### src/rtl/bram_loader_pkg.sv
// Shared state encodings, header field layout and memory ids for the boot-time BRAM loader.
package bram_loader_pkg;

    typedef enum logic [2:0] {
        LDR_IDLE   = 3'd0,
        LDR_HEADER = 3'd1,
        LDR_BASE   = 3'd2,
        LDR_DATA   = 3'd3,
        LDR_FLUSH  = 3'd4,
        LDR_DONE   = 3'd5,
        LDR_ERROR  = 3'd6
    } ldr_state_e;

    // Top byte of a header word carries last_seg plus a 7-bit memory id.
    localparam int LDR_TAG_W = 8;
    localparam int LDR_ID_W  = 7;

    localparam int MEM_ID_INSTR = 0;
    localparam int MEM_ID_DATA  = 1;

    function automatic int ldr_last_bit(input int dw);
        return dw - 1;
    endfunction

    function automatic int ldr_id_msb(input int dw);
        return dw - 2;
    endfunction

    function automatic int ldr_id_lsb(input int dw);
        return dw - LDR_TAG_W;
    endfunction

    function automatic int ldr_cnt_msb(input int dw);
        return dw - LDR_TAG_W - 1;
    endfunction

endpackage

### src/rtl/bram_loader_if.sv
// Word stream in and BRAM write port out; master is the loader, slave is the host/memory side.
interface bram_loader_if #(
    parameter int DATA_WIDTH = 32,
    parameter int ADDR_WIDTH = 12,
    parameter int NUM_MEMS   = 2
);
    logic                      s_valid;
    logic                      s_ready;
    logic [DATA_WIDTH-1:0]     s_data;
    logic [NUM_MEMS-1:0]       mem_sel;
    logic [ADDR_WIDTH-1:0]     w_addr;
    logic [DATA_WIDTH-1:0]     w_dat;
    logic                      w_enb;
    logic [DATA_WIDTH/8-1:0]   byte_enb;

    modport master (
        input  s_valid, s_data,
        output s_ready, mem_sel, w_addr, w_dat, w_enb, byte_enb
    );

    modport slave (
        output s_valid, s_data,
        input  s_ready, mem_sel, w_addr, w_dat, w_enb, byte_enb
    );
endinterface

### src/rtl/bram_loader_write_stage.sv
// Registered BRAM write port: word address counter plus one-cycle write pulse per accepted word.
module ldr_write_stage
    import bram_loader_pkg::*;
#(
    parameter int DATA_WIDTH = 32,
    parameter int ADDR_WIDTH = 12,
    parameter int NUM_MEMS   = 2
) (
    input  logic                     clk,
    input  logic                     rst,
    input  logic                     i_load,
    input  logic [ADDR_WIDTH-$clog2(DATA_WIDTH/8)-1:0] i_base_word,
    input  logic                     i_acc,
    input  logic [LDR_ID_W-1:0]      i_mem_id,
    input  logic [DATA_WIDTH-1:0]    i_data,
    output logic [NUM_MEMS-1:0]      o_mem_sel,
    output logic [ADDR_WIDTH-1:0]    o_addr,
    output logic [DATA_WIDTH-1:0]    o_dat,
    output logic                     o_enb,
    output logic [DATA_WIDTH/8-1:0]  o_byte_enb
);
    localparam int BE_W  = DATA_WIDTH / 8;
    localparam int OFS_W = $clog2(BE_W);
    localparam int WA_W  = ADDR_WIDTH - OFS_W;

    logic [WA_W-1:0]       r_wptr;
    logic [NUM_MEMS-1:0]   w_onehot;
    logic [NUM_MEMS-1:0]   r_mem_sel_p1;
    logic [ADDR_WIDTH-1:0] r_addr_p1;
    logic [DATA_WIDTH-1:0] r_dat_p1;
    logic                  r_enb_p1;

    always_comb begin
        w_onehot = '0;
        for (int i = 0; i < NUM_MEMS; i++) begin
            if (int'(i_mem_id) == i) w_onehot[i] = 1'b1;
        end
    end

    // Pointer runs in word units; the BASE check guarantees it never leaves the memory.
    always_ff @(posedge clk or posedge rst) begin
        if (rst) begin
            r_wptr <= '0;
        end else if (i_load) begin
            r_wptr <= i_base_word;
        end else if (i_acc) begin
            r_wptr <= r_wptr + WA_W'(1);
        end
    end

    // accept -> write port, one cycle
    always_ff @(posedge clk or posedge rst) begin
        if (rst) begin
            r_enb_p1     <= 1'b0;
            r_mem_sel_p1 <= '0;
            r_addr_p1    <= '0;
            r_dat_p1     <= '0;
        end else begin
            r_enb_p1     <= i_acc;
            r_mem_sel_p1 <= i_acc ? w_onehot : '0;
            if (i_acc) begin
                r_addr_p1 <= ADDR_WIDTH'(r_wptr) << OFS_W;
                r_dat_p1  <= i_data;
            end
        end
    end

    assign o_enb      = r_enb_p1;
    assign o_mem_sel  = r_mem_sel_p1;
    assign o_addr     = r_addr_p1;
    assign o_dat      = r_dat_p1;
    assign o_byte_enb = {BE_W{r_enb_p1}};
endmodule

### src/rtl/bram_loader.sv
// Boot loader: parses header/base/data segments from a word stream into BRAM writes and holds the CPU until done.
module bram_loader
    import bram_loader_pkg::*;
#(
    parameter int DATA_WIDTH = 32,
    parameter int ADDR_WIDTH = 12,
    parameter int NUM_MEMS   = 2
) (
    input  logic          clk,
    input  logic          rst,
    input  logic          start,
    bram_loader_if.master bus,
    output logic          cpu_stall,
    output logic          init_done,
    output logic          busy,
    output logic          error
);
    localparam int BE_W     = DATA_WIDTH / 8;
    localparam int OFS_W    = $clog2(BE_W);
    localparam int WA_W     = ADDR_WIDTH - OFS_W;
    localparam int DEPTH    = 1 << WA_W;
    localparam int CNT_W    = ldr_cnt_msb(DATA_WIDTH) + 1;
    localparam int LAST_BIT = ldr_last_bit(DATA_WIDTH);
    localparam int ID_MSB   = ldr_id_msb(DATA_WIDTH);
    localparam int ID_LSB   = ldr_id_lsb(DATA_WIDTH);

    ldr_state_e            r_state, w_next;
    logic                  r_last;
    logic [LDR_ID_W-1:0]   r_mem_id;
    logic [CNT_W-1:0]      r_cnt, r_n;

    logic                  w_acc, w_hdr_bad, w_base_bad, w_seg_end;
    logic [LDR_ID_W-1:0]   w_hdr_id;
    logic [CNT_W-1:0]      w_hdr_cnt;
    logic [DATA_WIDTH:0]   w_base_end;

    assign bus.s_ready = (r_state == LDR_HEADER) || (r_state == LDR_BASE) || (r_state == LDR_DATA);
    assign w_acc       = bus.s_valid & bus.s_ready;

    assign w_hdr_id   = bus.s_data[ID_MSB:ID_LSB];
    assign w_hdr_cnt  = bus.s_data[CNT_W-1:0];
    assign w_hdr_bad  = (int'(w_hdr_id) >= NUM_MEMS) || (w_hdr_cnt == '0);
    // Bound check is done one bit wider than the word so a huge base cannot wrap past it.
    assign w_base_end = (DATA_WIDTH+1)'(bus.s_data >> OFS_W) + (DATA_WIDTH+1)'(r_cnt);
    assign w_base_bad = ((bus.s_data & DATA_WIDTH'(BE_W - 1)) != '0)
                     || (w_base_end > (DATA_WIDTH+1)'(DEPTH));
    assign w_seg_end  = (r_n == r_cnt - CNT_W'(1));

    always_ff @(posedge clk or posedge rst) begin
        if (rst) r_state <= LDR_IDLE;
        else     r_state <= w_next;
    end

    always_comb begin
        w_next = r_state;
        unique case (r_state)
            LDR_IDLE, LDR_DONE, LDR_ERROR: if (start) w_next = LDR_HEADER;
            LDR_HEADER: if (w_acc) w_next = w_hdr_bad ? LDR_ERROR : LDR_BASE;
            LDR_BASE:   if (w_acc) w_next = w_base_bad ? LDR_ERROR : LDR_DATA;
            LDR_DATA:   if (w_acc && w_seg_end) w_next = r_last ? LDR_FLUSH : LDR_HEADER;
            LDR_FLUSH:  w_next = LDR_DONE;
            default:    w_next = LDR_IDLE;
        endcase
    end

    always_ff @(posedge clk or posedge rst) begin
        if (rst) begin
            r_last   <= 1'b0;
            r_mem_id <= '0;
            r_cnt    <= '0;
            r_n      <= '0;
        end else if (w_acc) begin
            if (r_state == LDR_HEADER) begin
                r_last   <= bus.s_data[LAST_BIT];
                r_mem_id <= w_hdr_id;
                r_cnt    <= w_hdr_cnt;
            end
            if (r_state == LDR_BASE) r_n <= '0;
            if (r_state == LDR_DATA) r_n <= r_n + CNT_W'(1);
        end
    end

    ldr_write_stage #(
        .DATA_WIDTH (DATA_WIDTH),
        .ADDR_WIDTH (ADDR_WIDTH),
        .NUM_MEMS   (NUM_MEMS)
    ) u_wstage (
        .clk         (clk),
        .rst         (rst),
        .i_load      (w_acc && (r_state == LDR_BASE)),
        .i_base_word (bus.s_data[OFS_W +: WA_W]),
        .i_acc       (w_acc && (r_state == LDR_DATA)),
        .i_mem_id    (r_mem_id),
        .i_data      (bus.s_data),
        .o_mem_sel   (bus.mem_sel),
        .o_addr      (bus.w_addr),
        .o_dat       (bus.w_dat),
        .o_enb       (bus.w_enb),
        .o_byte_enb  (bus.byte_enb)
    );

    assign cpu_stall = (r_state != LDR_DONE);
    assign init_done = (r_state == LDR_DONE);
    assign error     = (r_state == LDR_ERROR);
    assign busy      = (r_state == LDR_HEADER) || (r_state == LDR_BASE)
                    || (r_state == LDR_DATA)   || (r_state == LDR_FLUSH);
endmodule

### src/flat_wrapper.sv
// flat-port wrapper written by rule: the top's interface ports become plain ports
module bram_loader_flat import bram_loader_pkg::*;
#(
    parameter int DATA_WIDTH = 32,
    parameter int ADDR_WIDTH = 12,
    parameter int NUM_MEMS   = 2
)
  (clk, rst, start, cpu_stall, init_done, busy, error, bus_s_valid, bus_s_data, bus_s_ready, bus_mem_sel, bus_w_addr, bus_w_dat, bus_w_enb, bus_byte_enb);
  bram_loader_if #(.DATA_WIDTH(DATA_WIDTH), .ADDR_WIDTH(ADDR_WIDTH), .NUM_MEMS(NUM_MEMS)) bus_i ();
  input  logic clk;
  input  logic rst;
  input  logic start;
  output logic cpu_stall;
  output logic init_done;
  output logic busy;
  output logic error;
  input wire logic [$bits(bus_i.s_valid)-1:0] bus_s_valid;
  input wire logic [$bits(bus_i.s_data)-1:0] bus_s_data;
  output wire logic [$bits(bus_i.s_ready)-1:0] bus_s_ready;
  output wire logic [$bits(bus_i.mem_sel)-1:0] bus_mem_sel;
  output wire logic [$bits(bus_i.w_addr)-1:0] bus_w_addr;
  output wire logic [$bits(bus_i.w_dat)-1:0] bus_w_dat;
  output wire logic [$bits(bus_i.w_enb)-1:0] bus_w_enb;
  output wire logic [$bits(bus_i.byte_enb)-1:0] bus_byte_enb;
  assign bus_i.s_valid = bus_s_valid;
  assign bus_i.s_data = bus_s_data;
  assign bus_s_ready = bus_i.s_ready;
  assign bus_mem_sel = bus_i.mem_sel;
  assign bus_w_addr = bus_i.w_addr;
  assign bus_w_dat = bus_i.w_dat;
  assign bus_w_enb = bus_i.w_enb;
  assign bus_byte_enb = bus_i.byte_enb;
  bram_loader #(.DATA_WIDTH(DATA_WIDTH), .ADDR_WIDTH(ADDR_WIDTH), .NUM_MEMS(NUM_MEMS)) u_core (.clk(clk), .rst(rst), .start(start), .bus(bus_i), .cpu_stall(cpu_stall), .init_done(init_done), .busy(busy), .error(error));
endmodule
### config.mk
export PLATFORM = sky130hd
export DESIGN_NAME = bram_loader_flat
export DESIGN_NICKNAME = d
export VERILOG_FILES = /design/src/rtl/bram_loader_pkg.sv /design/src/rtl/bram_loader_if.sv /design/src/rtl/bram_loader_write_stage.sv /design/src/rtl/bram_loader.sv /design/src/flat_wrapper.sv
export SDC_FILE = /design/constraint.sdc
export NUM_CORES = 1
export LEC_CHECK = 0
export ABC_AREA = 1
export CAP_MARGIN = 10
export CELL_PAD_IN_SITES_DETAIL_PLACEMENT = 1
export CELL_PAD_IN_SITES_GLOBAL_PLACEMENT = 2
export CORE_AREA = 2 2 171 173
export DETAILED_ROUTE_END_ITERATION = 8
export DIE_AREA = 0 0 173 175
export HOLD_SLACK_MARGIN = 0.12
export PLACE_DENSITY_LB_ADDON = 0.1
export SLEW_MARGIN = 20
export SYNTH_ARGS = -nofsm -noshare
export SYNTH_HDL_FRONTEND = slang
export SYNTH_HIERARCHICAL = 1
export SYNTH_SLANG_ARGS = --single-unit
### constraint.sdc
create_clock -name clk -period 4.95 [get_ports clk]
set_input_delay 0.495 -clock clk [delete_from_list [all_inputs] [get_ports clk]]
set_output_delay 0.495 -clock clk [all_outputs]
set_load 0.005 [all_outputs]
==> impl_metrics.env, run 1 <==
export IMPL_dp_final_hpwl_mm=24.4
export IMPL_number_of_global_route_vias_before_repair=8551
export IMPL_min_delay_start="u_core/r_mem_id[0]$_DFFE_PP0P_"
export IMPL_crit_path_start_kind="input pin"
export IMPL_cts_inserted_buffers=17
export IMPL_fin_worst_skew_ns=0.0150
export IMPL_postLayoutSetupSlackWorst_ns=1.86
export IMPL_hold_class="flop to flop"
export IMPL_syn_avg_cell_area_sq_um=6.50
export IMPL_gp_routability_congestion=0.821
export IMPL_yosys_area_top_type="dfrtp_1"
export IMPL_seq_power_share_pct=30.2
export IMPL_power_switching_share_pct=45.0
export IMPL_outcome="completed"
export IMPL_final_cell_mix="nand2_1 (478), inv_1 (187), nor2_1 (126)"
export IMPL_track_usage_pct=20.7
export IMPL_die_width_microns=173
export IMPL_drv_max_cap_violation_count=0
export IMPL_drc_errors=0
export IMPL_aggregate_negative_setup_slack_ns=0
export IMPL_hold_buffers=0
export IMPL_buffer_ports_inserted=89
export IMPL_fp_coreArea_sq_mm=0.0284
export IMPL_min_period_ns=3.09
export IMPL_finalCoreUtilization_pct=36.1
export IMPL_timing_final_hold_violations=0
export IMPL_num_vias=8304
export IMPL_worstPathArrival_ns=3.40
export IMPL_placement_rows=62
export IMPL_antennaDiodeCount=0
export IMPL_grt_pass1_wl_mm=48.9
export IMPL_antenna_found_initial=0
export IMPL_path_clk_slew_ns=0.05
export IMPL_dr_pass1_iters=4
export IMPL_unrepaired_setup_endpoints_after_global_routing="false"
export IMPL_routed_wirelength_mm=30.3
export IMPL_yosysWarnings=6
export IMPL_die_h_microns=175
export IMPL_synth_top_cells_by_area="dfrtp_1 (34%), nand2_1 (21%), inv_1 (8.5%)"
export IMPL_finalCritPeriodShare_pct=62.4
export IMPL_yosysUniqueCellTypes=48
export IMPL_irDropWorstVdd_mv=0.218
export IMPL_postSynthRegisterBits=114
export IMPL_depth_of_the_cts_h_tree=4
export IMPL_final_nets=1439
export IMPL_post_drt_wl_per_cell_microns=17.1
export IMPL_combPwrFrac_pct=48.3
export IMPL_max_clock_path_buffers=2
export IMPL_syn_cell_area_sq_mm=0.00837
export IMPL_floorplan_die_area_sq_mm=0.0303
export IMPL_crit_path_end_kind="flop"
export IMPL_power_per_cell_area_mw_per_mm2=579
export IMPL_final_antenna_net_count=0
export IMPL_timing_max_transition_violations_final=0
export IMPL_mostFrequentLayoutCell="nand2_1"
export IMPL_avgViaCountPerCell=4.69
export IMPL_globalRouteOverflowTotal=0
export IMPL_tritoncts_clock_tree="built"
export IMPL_leakagePower_uw=0.00528
export IMPL_cts_num_sinks=114
export IMPL_timing_critical_path_fanout_max=5
export IMPL_synth_top_cell_area_share_pct=34.1
export IMPL_worst_setup_path_type="input pin to flop"
export IMPL_grt_max_degree=61
export IMPL_startpoint="bus_s_data[2]"
export IMPL_design_power_total_uw=5930
export IMPL_max_slew_worst_pin_slew_ns=0.978
export IMPL_drive_above_1_share_pct=5.77
export IMPL_worst_endpoint_required_ns=5.26
export IMPL_number_of_top_level_pins=92
export IMPL_finalSetupViolCount=0
export IMPL_finish_instance_area_sq_mm=0.0102
export IMPL_initial_utilization_pct=29.5
export IMPL_intPower_uw=3260
export IMPL_worst_slew_margin_rel_pct=34.5
export IMPL_power_net_switching_uw=2670
export IMPL_fmaxAchievable_mhz=324
export IMPL_postCtsResizedCells=0
export IMPL_worst_r2r_startpoint="u_core/r_cnt[6]$_DFFE_PP0P_"
export IMPL_syn_to_final_growth_pct=22.4
export IMPL_clock_tree_root_cell="clkbuf_16"
export IMPL_placement_cell_area_sq_mm=0.00965
export IMPL_cts_setup_buffers=0
export IMPL_dp_worst_setup_slack_ns=1.43
export IMPL_synth_sequential_area_ratio_pct=34.1
export IMPL_syn_instance_count=1288
export IMPL_pwr_share_clk_pct=21.6
export IMPL_clk_lat_worst_skew_ns=0.43
export IMPL_initialDrtViolationCount=435
per-stage QoR:
step           std cells  hold WS [ns]
2_1_floorplan       1289         0.418
3_3_place_gp        1740         0.448
3_5_place_dp        1740         0.449
4_1_cts             1771         0.455
5_1_grt             1771         0.481
6_report            1771         0.456
cell usage after synthesis, drive strengths merged:
| library cell | number |
|---|---|
| nand3 | 84 |
| clkbuf | 11 |
| or4 | 1 |
| nand3b | 7 |
| o21bai | 4 |
| nand4 | 25 |
| a21oi | 43 |
| xnor2 | 11 |
| mux2 | 2 |
| nor3b | 2 |
| and3 | 1 |
| clkdlybuf4s18 | 1 |
| and2 | 1 |
| nor4 | 7 |
| nor3 | 19 |
| a32o | 1 |
| a31oi | 2 |
| nor2 | 141 |
| dfrtp | 114 |
| buf | 15 |
| a21boi | 1 |
| o21ai | 53 |
| xor2 | 20 |
| fa | 1 |
| nand2 | 487 |
| conb | 1 |
| a211oi | 1 |
| o21a | 3 |
| inv | 193 |
| a22oi | 8 |
| clkinv | 1 |
| ha | 27 |
critical path, cell delays in order:
cell and delay, ns:
clkdlybuf4s50_1 0.52, ha_1 0.30, fa_1 0.41, nand2_1 0.15, nand2_1 0.09, nand3_1 0.12, nand2_1 0.12, nand2_1 0.09
nand2_1 0.05, nor2_1 0.08, nand2_1 0.05, o21ai_0 0.34, nand3_1 0.12, nor2_1 0.16, nand3_1 0.09, nand2_1 0.07
nand2_1 0.05, nand2_1 0.06, nand2_1 0.04
kinds of logic (layout without fill, tap and decap cells):
logic type               after synthesis  in the layout  share of synthesized area (%)
adder cells (fa/ha/maj)               28             28                           4.27
XOR/XNOR                              31             31                           3.24
other                                  1              2                         0.0448
multiplexers                           2              2                          0.269
flip-flops                           114            114                           34.1
buffers and inverters                221            319                           10.4
AO/OA/AOI/OAI                        116            116                           7.53
AND/OR/NAND/NOR                      775            775                           40.1
sequential cells by signal, summed over array words and instances (netlist names):
name	flops
u_core/u_wstage/o_dat	32
u_core/r_cnt	24
u_core/r_n	24
u_core/u_wstage/o_addr	10
u_core/u_wstage/r_wptr	10
u_core/r_mem_id	7
u_core/r_state	3
u_core/u_wstage/o_mem_sel	2
u_core/r_last	1
u_core/u_wstage/o_enb	1
path summary, 6_finish.rpt:
kind,endpoint,slack [ns],cells past startpoint
worst min register to register,u_core/u_wstage/o_mem_sel[0]$_DFF_PP0_,0.46,1
worst max-delay path,u_core/r_state[2]$_DFFE_PP0P_,1.86,19
min in group asynchronous,u_core/u_wstage/o_dat[1]$_DFFE_PP0P_,0.50,2
worst min-delay path,u_core/u_wstage/o_mem_sel[0]$_DFF_PP0_,0.46,1
max in group asynchronous,u_core/u_wstage/o_dat[6]$_DFFE_PP0P_,3.55,3
worst max register to register,u_core/r_state[2]$_DFFE_PP0P_,2.00,18
layer usage:
metal	vias to the layer above	wire, microns	GRT usage [%]
met5	-	0	0
met4	0	342	4.91
met3	24	648	2.48
met2	97	14700	35.7
met1	3986	14700	27.8
li1	4197	-	-
layout make-up:
type	count	area, sq um
Clock buffer	21	460
Clock inverter	10	134
Fill cell	3630	18100
Inverter	194	728
Multi-Input combinational cell	954	4660
Sequential cell	114	2850
Tap cell	384	480
Timing Repair Buffer	94	928
power groups by stage:
stage | clock (uW) | sequential [uW] | combinational [uW]
detailed placement | 0 | 1810 | 2880
floorplan | 0 | 1630 | 1870
global placement | 0 | 1800 | 2860
finish | 1280 | 1790 | 2860
CTS | 1320 | 1800 | 2900
global route | 1350 | 1860 | 3280
Note: power is estimated with default switching activity, not from simulation.
==> inputs of run 2 (changes only) <==
--- a/config.mk
+++ b/config.mk
@@ -9,9 +9,9 @@
 export CAP_MARGIN = 10
 export CELL_PAD_IN_SITES_DETAIL_PLACEMENT = 1
 export CELL_PAD_IN_SITES_GLOBAL_PLACEMENT = 2
-export CORE_AREA = 2 2 171 173
+export CORE_AREA = 2 2 176 178
 export DETAILED_ROUTE_END_ITERATION = 8
-export DIE_AREA = 0 0 173 175
+export DIE_AREA = 0 0 178 180
 export HOLD_SLACK_MARGIN = 0.12
 export PLACE_DENSITY_LB_ADDON = 0.1
 export SLEW_MARGIN = 20
==> constraint.sdc (replaced) <==
create_clock -name clk -period 2.7 [get_ports clk]
set_input_delay 0.27 -clock clk [delete_from_list [all_inputs] [get_ports clk]]
set_output_delay 0.27 -clock clk [all_outputs]
set_load 0.005 [all_outputs]
==> impl_metrics.env, run 2 (synthesis results as in run 1) <==
export IMPL_unrepaired_setup_endpoints_after_global_routing="true"
export IMPL_largest_register_ffs=32
export IMPL_number_of_top_level_pins=92
export IMPL_crit_path_cell_trace="ha_2, fa_2, nand2_2, nand2_2, nand3_2, nand2_2, buf_6, nand2_4, nand2_2, a21oi_2, nand2_1, nor2_1, nand3_1, nor2_2, nand3_1, nand2_1, nand2_1, nand2_1, nand2_1"
export IMPL_worst_r2r_startpoint="u_core/r_cnt[0]$_DFFE_PP0P_"
export IMPL_worst_setup_path_type="flop to flop"
export IMPL_power_switching_share_pct=43.4
export IMPL_worst_slew_margin_rel_pct=49.3
export IMPL_combPwrFrac_pct=54.0
export IMPL_die_h_microns=180
export IMPL_globalRouteOverflowTotal=0
export IMPL_final_cell_mix="nand2_1 (462), inv_1 (186), buf_4 (132)"
export IMPL_top_layer="met4"
export IMPL_clock_tree_root_cell="clkbuf_16"
export IMPL_syn_to_final_growth_pct=37.1
export IMPL_crit_path_end_kind="flop"
export IMPL_routed_length_on_met1_mm=15.4
export IMPL_critPathMaxStageDelay_ns=0.43
export IMPL_worst_path_most_repeated_cell="nand2_1"
export IMPL_final_nets=1570
export IMPL_gp_routability_congestion=0.837
export IMPL_cp_depth=19
export IMPL_avgViaCountPerCell=4.59
export IMPL_crit_slowest_cell="dfrtp_1"
export IMPL_timing_critical_path_fanout_max=3
export IMPL_power_net_switching_uw=5300
export IMPL_worstPathArrival_ns=2.95
export IMPL_hold_class="input pin to asynchronous set/reset pin"
export IMPL_floorplan_die_area_sq_mm=0.0320
export IMPL_fin_worst_skew_ns=0.0107
export IMPL_dp_worst_setup_slack_ns=-0.370
export IMPL_postLayoutSetupSlackWorst_ns=0.0885
export IMPL_tritoncts_clock_tree="built"
export IMPL_die_width_microns=178
export IMPL_path_clk_slew_ns=0.07
export IMPL_finish_cell_count_without_fillers=1915
export IMPL_initialDrtViolationCount=321
export IMPL_irDropWorstVdd_mv=0.526
export IMPL_drive_above_1_share_pct=16.8
export IMPL_finalSetupViolCount=0
export IMPL_met2WireLength_mm=15.5
export IMPL_area_sequential_sq_mm=0.00285
export IMPL_worst_endpoint_required_ns=3.04
export IMPL_antennaDiodeCount=0
export IMPL_power_per_cell_area_mw_per_mm2=1060
export IMPL_worst_path_buf_inv=1
export IMPL_finalCoreUtilization_pct=38.0
export IMPL_r2r_cells=19
export IMPL_grt_max_degree=39
export IMPL_max_slew_worst_pin_slew_ns=0.759
export IMPL_final_antenna_net_count=0
export IMPL_footprint_of_the_multi_input_gates_sq_mm=0.00481
export IMPL_depth_of_the_cts_h_tree=4
export IMPL_placement_rows=64
export IMPL_worstReg2RegEnd="u_core/r_state[2]$_DFFE_PP0P_"
export IMPL_cts_num_sinks=114
export IMPL_pwr_share_clk_pct=20.7
export IMPL_routed_length_on_met3_microns=657
export IMPL_post_drt_wl_per_cell_microns=16.7
export IMPL_seq_power_share_pct=25.2
export IMPL_grt_pass1_wl_mm=50.7
export IMPL_initial_utilization_pct=27.7
export IMPL_num_vias=8786
export IMPL_intPower_uw=6910
export IMPL_dr_pass1_iters=4
export IMPL_finalCritPeriodShare_pct=96.7
export IMPL_critPathTopFamily="simple AND/OR/NAND/NOR gates"
export IMPL_routed_wirelength_mm=31.9
export IMPL_cts_inserted_buffers=17
export IMPL_min_period_ns=2.61
export IMPL_timing_reg2reg_setup_slack_ns=0.09
export IMPL_drc_errors=0
export IMPL_leakagePower_uw=0.00597
export IMPL_antenna_found_initial=0
export IMPL_timing_final_hold_violations=0
export IMPL_track_usage_pct=20.7
export IMPL_fp_coreArea_sq_mm=0.0302
export IMPL_fillCellCount=3871
export IMPL_clk_lat_worst_skew_ns=0.44
export IMPL_hold_buffers=0
export IMPL_dp_final_hpwl_mm=26.0
export IMPL_mostFrequentLayoutCell="nand2_1"
export IMPL_timing_max_transition_violations_final=0
export IMPL_number_of_global_route_vias_before_repair=9234
export IMPL_placed_cells=1880
export IMPL_max_clock_path_buffers=2
export IMPL_drv_max_cap_violation_count=0
export IMPL_fmaxAchievable_mhz=383
export IMPL_crit_path_start_kind="flop"
export IMPL_outcome="completed"
export IMPL_buffer_ports_inserted=89
-- run 2: cell types whose count changed in the layout (fill, tap and decap cells not counted), moves of 5 or more --
cell	before	now
nor2_1	126	118
nand2_1	478	462
nand3_2	5	10
nor2_2	6	13
buf_4	5	132
nand3_1	78	73
nand2_2	8	23
-- run 2: worst max path at each step --
stage,start,end
floorplan,u_core/r_cnt[0]$_DFFE_PP0P_,u_core/r_state[2]$_DFFE_PP0P_
global placement,bus_s_data[2],u_core/r_state[2]$_DFFE_PP0P_
detailed placement,bus_s_data[2],u_core/r_state[2]$_DFFE_PP0P_
CTS,u_core/r_cnt[0]$_DFFE_PP0P_,u_core/r_state[2]$_DFFE_PP0P_
global route,u_core/r_cnt[0]$_DFFE_PP0P_,u_core/r_state[2]$_DFFE_PP0P_
finish,u_core/r_cnt[0]$_DFFE_PP0P_,u_core/r_state[2]$_DFFE_PP0P_
-- run 2: power by group through the flow --
stage               clock, uW  sequential (uW)  combinational (uW)
finish                   2530             3080                6600
global route             2670             3180                7450
CTS                      2610             3080                6500
detailed placement          0             3090                6440
global placement            0             3080                6370
floorplan                   0             3000                3430
-- run 2: timing repair --
item,in CTS,in global routing
buffers inserted,0,3
gates resized for setup,3,44
setup endpoints to repair,2,3
pin swaps,0,28
-- run 2: metrics by stage --
stage / hold slack (ns) / total power [uW] / cell area (sq um) / TNS (ns)
after floorplan: 0.382 / 6430 / 8370 / 0
after global placement: 0.439 / 9450 / 10700 / -0.584
after detailed placement: 0.452 / 9540 / 10700 / -0.715
after CTS: 0.277 / 12200 / 11300 / 0
after global routing: 0.294 / 13300 / 11500 / -0.166
final: 0.267 / 12200 / 11500 / 0
-- run 2: layout make-up --
type / count / share of cell area (%)
clock buffers: 18 / 3.83
clock inverters: 14 / 1.74
inverters: 194 / 6.34
multi-input cells: 954 / 41.9
flip-flops and latches: 114 / 24.9
well taps: 396 / 4.32
repair buffers: 225 / 17.0
-- run 2: per-layer routing --
metal  up-vias  global-route usage [%]
met2        67                    35.0
met4         0                    4.89
li1       4468                       -
met5         -                       0
met3        18                    2.88
met1      4233                    27.6
==> variant, RTL diff (flow settings as in run 2) <==
`DATA_WIDTH` is set to 32 in 4 places; all go to 16.
--- a/src/rtl/bram_loader_if.sv
+++ b/src/rtl/bram_loader_if.sv
@@ -1,6 +1,6 @@
 // Word stream in and BRAM write port out; master is the loader, slave is the host/memory side.
 interface bram_loader_if #(
-    parameter int DATA_WIDTH = 32,
+    parameter int DATA_WIDTH = 16,
     parameter int ADDR_WIDTH = 12,
     parameter int NUM_MEMS   = 2
 );
--- a/src/rtl/bram_loader_write_stage.sv
+++ b/src/rtl/bram_loader_write_stage.sv
@@ -2,7 +2,7 @@
 module ldr_write_stage
     import bram_loader_pkg::*;
 #(
-    parameter int DATA_WIDTH = 32,
+    parameter int DATA_WIDTH = 16,
     parameter int ADDR_WIDTH = 12,
     parameter int NUM_MEMS   = 2
 ) (
--- a/src/rtl/bram_loader.sv
+++ b/src/rtl/bram_loader.sv
@@ -2,7 +2,7 @@
 module bram_loader
     import bram_loader_pkg::*;
 #(
-    parameter int DATA_WIDTH = 32,
+    parameter int DATA_WIDTH = 16,
     parameter int ADDR_WIDTH = 12,
     parameter int NUM_MEMS   = 2
 ) (
--- a/src/flat_wrapper.sv
+++ b/src/flat_wrapper.sv
@@ -1,7 +1,7 @@
 // flat-port wrapper written by rule: the top's interface ports become plain ports
 module bram_loader_flat import bram_loader_pkg::*;
 #(
-    parameter int DATA_WIDTH = 32,
+    parameter int DATA_WIDTH = 16,
     parameter int ADDR_WIDTH = 12,
     parameter int NUM_MEMS   = 2
 )
Ports: changed (resized bus_byte_enb, bus_s_data and bus_w_dat); port bits go from 92 to 58. The function was not compared with the original's and may differ.
==> variant against run 2 <==
  * Via count is 57% lower
  * Synthesized area decreased by 51%
  * Final area shrank 51%
  * Worst hold slack better by 0.13 ns
  * Total power shrank 53%
  * Setup slack better by 0.26 ns
  * First-iteration DRC count down 48%
  * Routed wire length fell by 52%
  * Non-clock buffer count fell by 142
  * Sequential cell count decreased by 46
  * Clock power decreased by 48%
==> variant: results <==
export IMPL_synthDistinctLibCells=42
export IMPL_cts_buffers=9
export IMPL_synth_common_cells="nand2_1 (184), dfrtp_1 (68), inv_1 (58), nor2_1 (50), nand3_1 (39)"
export IMPL_cp_max_fo=4
export IMPL_grt_first_pass_wirelength_mm=24.2
export IMPL_via_count=3768
export IMPL_placement_io_buffers=56
export IMPL_status="complete, no violations"
export IMPL_routed_via_density=3.69
export IMPL_grt_use_total_pct=10.2
export IMPL_largest_register_ffs=16
export IMPL_rrSetupSlack_ns=0.35
export IMPL_post_place_ws_ns=-0.0604
export IMPL_synth_fa_ha_area_share_pct=3.87
export IMPL_cts_resized_gates=0
export IMPL_h_tree_depth=3
export IMPL_clock_skew_final_ns=0.00602
export IMPL_wirelength_mm=15.5
export IMPL_synthXorXnorAreaFrac_pct=3.38
export IMPL_drive_above_1_share_pct=12.5
export IMPL_peakVddDrop_mv=0.378
export IMPL_fillCellCount=3600
export IMPL_grt_pass1_vias=3995
export IMPL_place_hpwl_mm=12.0
export IMPL_final_nets=656
export IMPL_gp_congestion=0.713
export IMPL_muxShareOfSynthArea_pct=1.11
export IMPL_grt_start_max_net_pins=42
export IMPL_netlist_instances=544
export IMPL_synth_compound_area_share_pct=8.41
export IMPL_slew_headroom_pct=59.3
export IMPL_place_inst=1009
export IMPL_synthTopCellsByArea="dfrtp_1 (42%), nand2_1 (17%), inv_1 (5.3%), nand3_1 (4.8%), nor2_1 (4.6%)"
export IMPL_worstPathArrival_ns=2.60
export IMPL_ys_seq_area_share_pct=41.8
export IMPL_drt_iter0_markers=166
export IMPL_slowest_stage="fa_1"
variant: through the flow:
step	hold WS, ns	setup TNS (ns)	util, %	power (W)	instance area [µm²]
5_1_grt	0.430	0	18.4	0.00626	5570
4_1_cts	0.408	0	18.4	0.00587	5570
3_3_place_gp	0.443	-0.0755	17.4	0.00447	5250
3_5_place_dp	0.446	-0.0760	17.4	0.00448	5250
2_1_floorplan	0.323	0	-	0.00332	4080
6_report	0.397	0	18.4	0.00571	5570
variant: cell type report:
class / instances / area share [%]
clock inverters: 2 / 1.08
well taps: 396 / 8.90
flip-flops and latches: 68 / 30.6
multi-input cells: 397 / 36.8
repair buffers: 83 / 13.7
inverters: 65 / 4.38
clock buffers: 11 / 4.54
variant: kinds of logic (layout without fill, tap and decap cells):
group | Yosys count | count (layout)
buffers and inverters | 79 | 161
AOI/OAI and AO/OA | 56 | 56
muxes | 4 | 4
adders and majority gates | 12 | 12
DFF | 68 | 68
and+or+nand+nor | 310 | 310
other | 1 | 1
xor gates and xnor gates | 14 | 14
variant: worst reg2reg max path: cells and delay by family (launching register included):
family,cells,cell delay (ns)
fa+ha+maj,2,0.65
flops,1,0.41
simple gates,14,1.17
variant: routing by layer:
| metal | global-route usage [%] | up-vias | share of wire, % |
|---|---|---|---|
| met3 | 1.71 | 13 | 2.9 |
| met1 | 13.7 | 1829 | 49 |
| met5 | 0 | - | 0 |
| met2 | 16.2 | 44 | 46 |
| li1 | - | 1882 | - |
| met4 | 3.84 | 0 | 1.7 |
variant: worst paths after layout:
check / from / cells past startpoint / endpoint
max in group asynchronous: rst / 3 / u_core/u_wstage/o_mem_sel[0]
hold / removal: rst / 3 / u_core/r_n[4]
setup reg to reg: u_core/r_cnt[0] / 16 / u_core/r_state[2]
min in group clk: u_core/r_mem_id[0] / 1 / u_core/u_wstage/o_mem_sel[0]
hold reg to reg: u_core/r_mem_id[0] / 1 / u_core/u_wstage/o_mem_sel[0]
setup / recovery: u_core/r_cnt[0] / 16 / u_core/r_state[2]
variant: where the power goes:
part           switching, W  internal, W  leakage (nW)
Clock              0.000475     0.000844         0.154
Combinational       0.00136      0.00116          1.62
Sequential         0.000409      0.00145         0.856
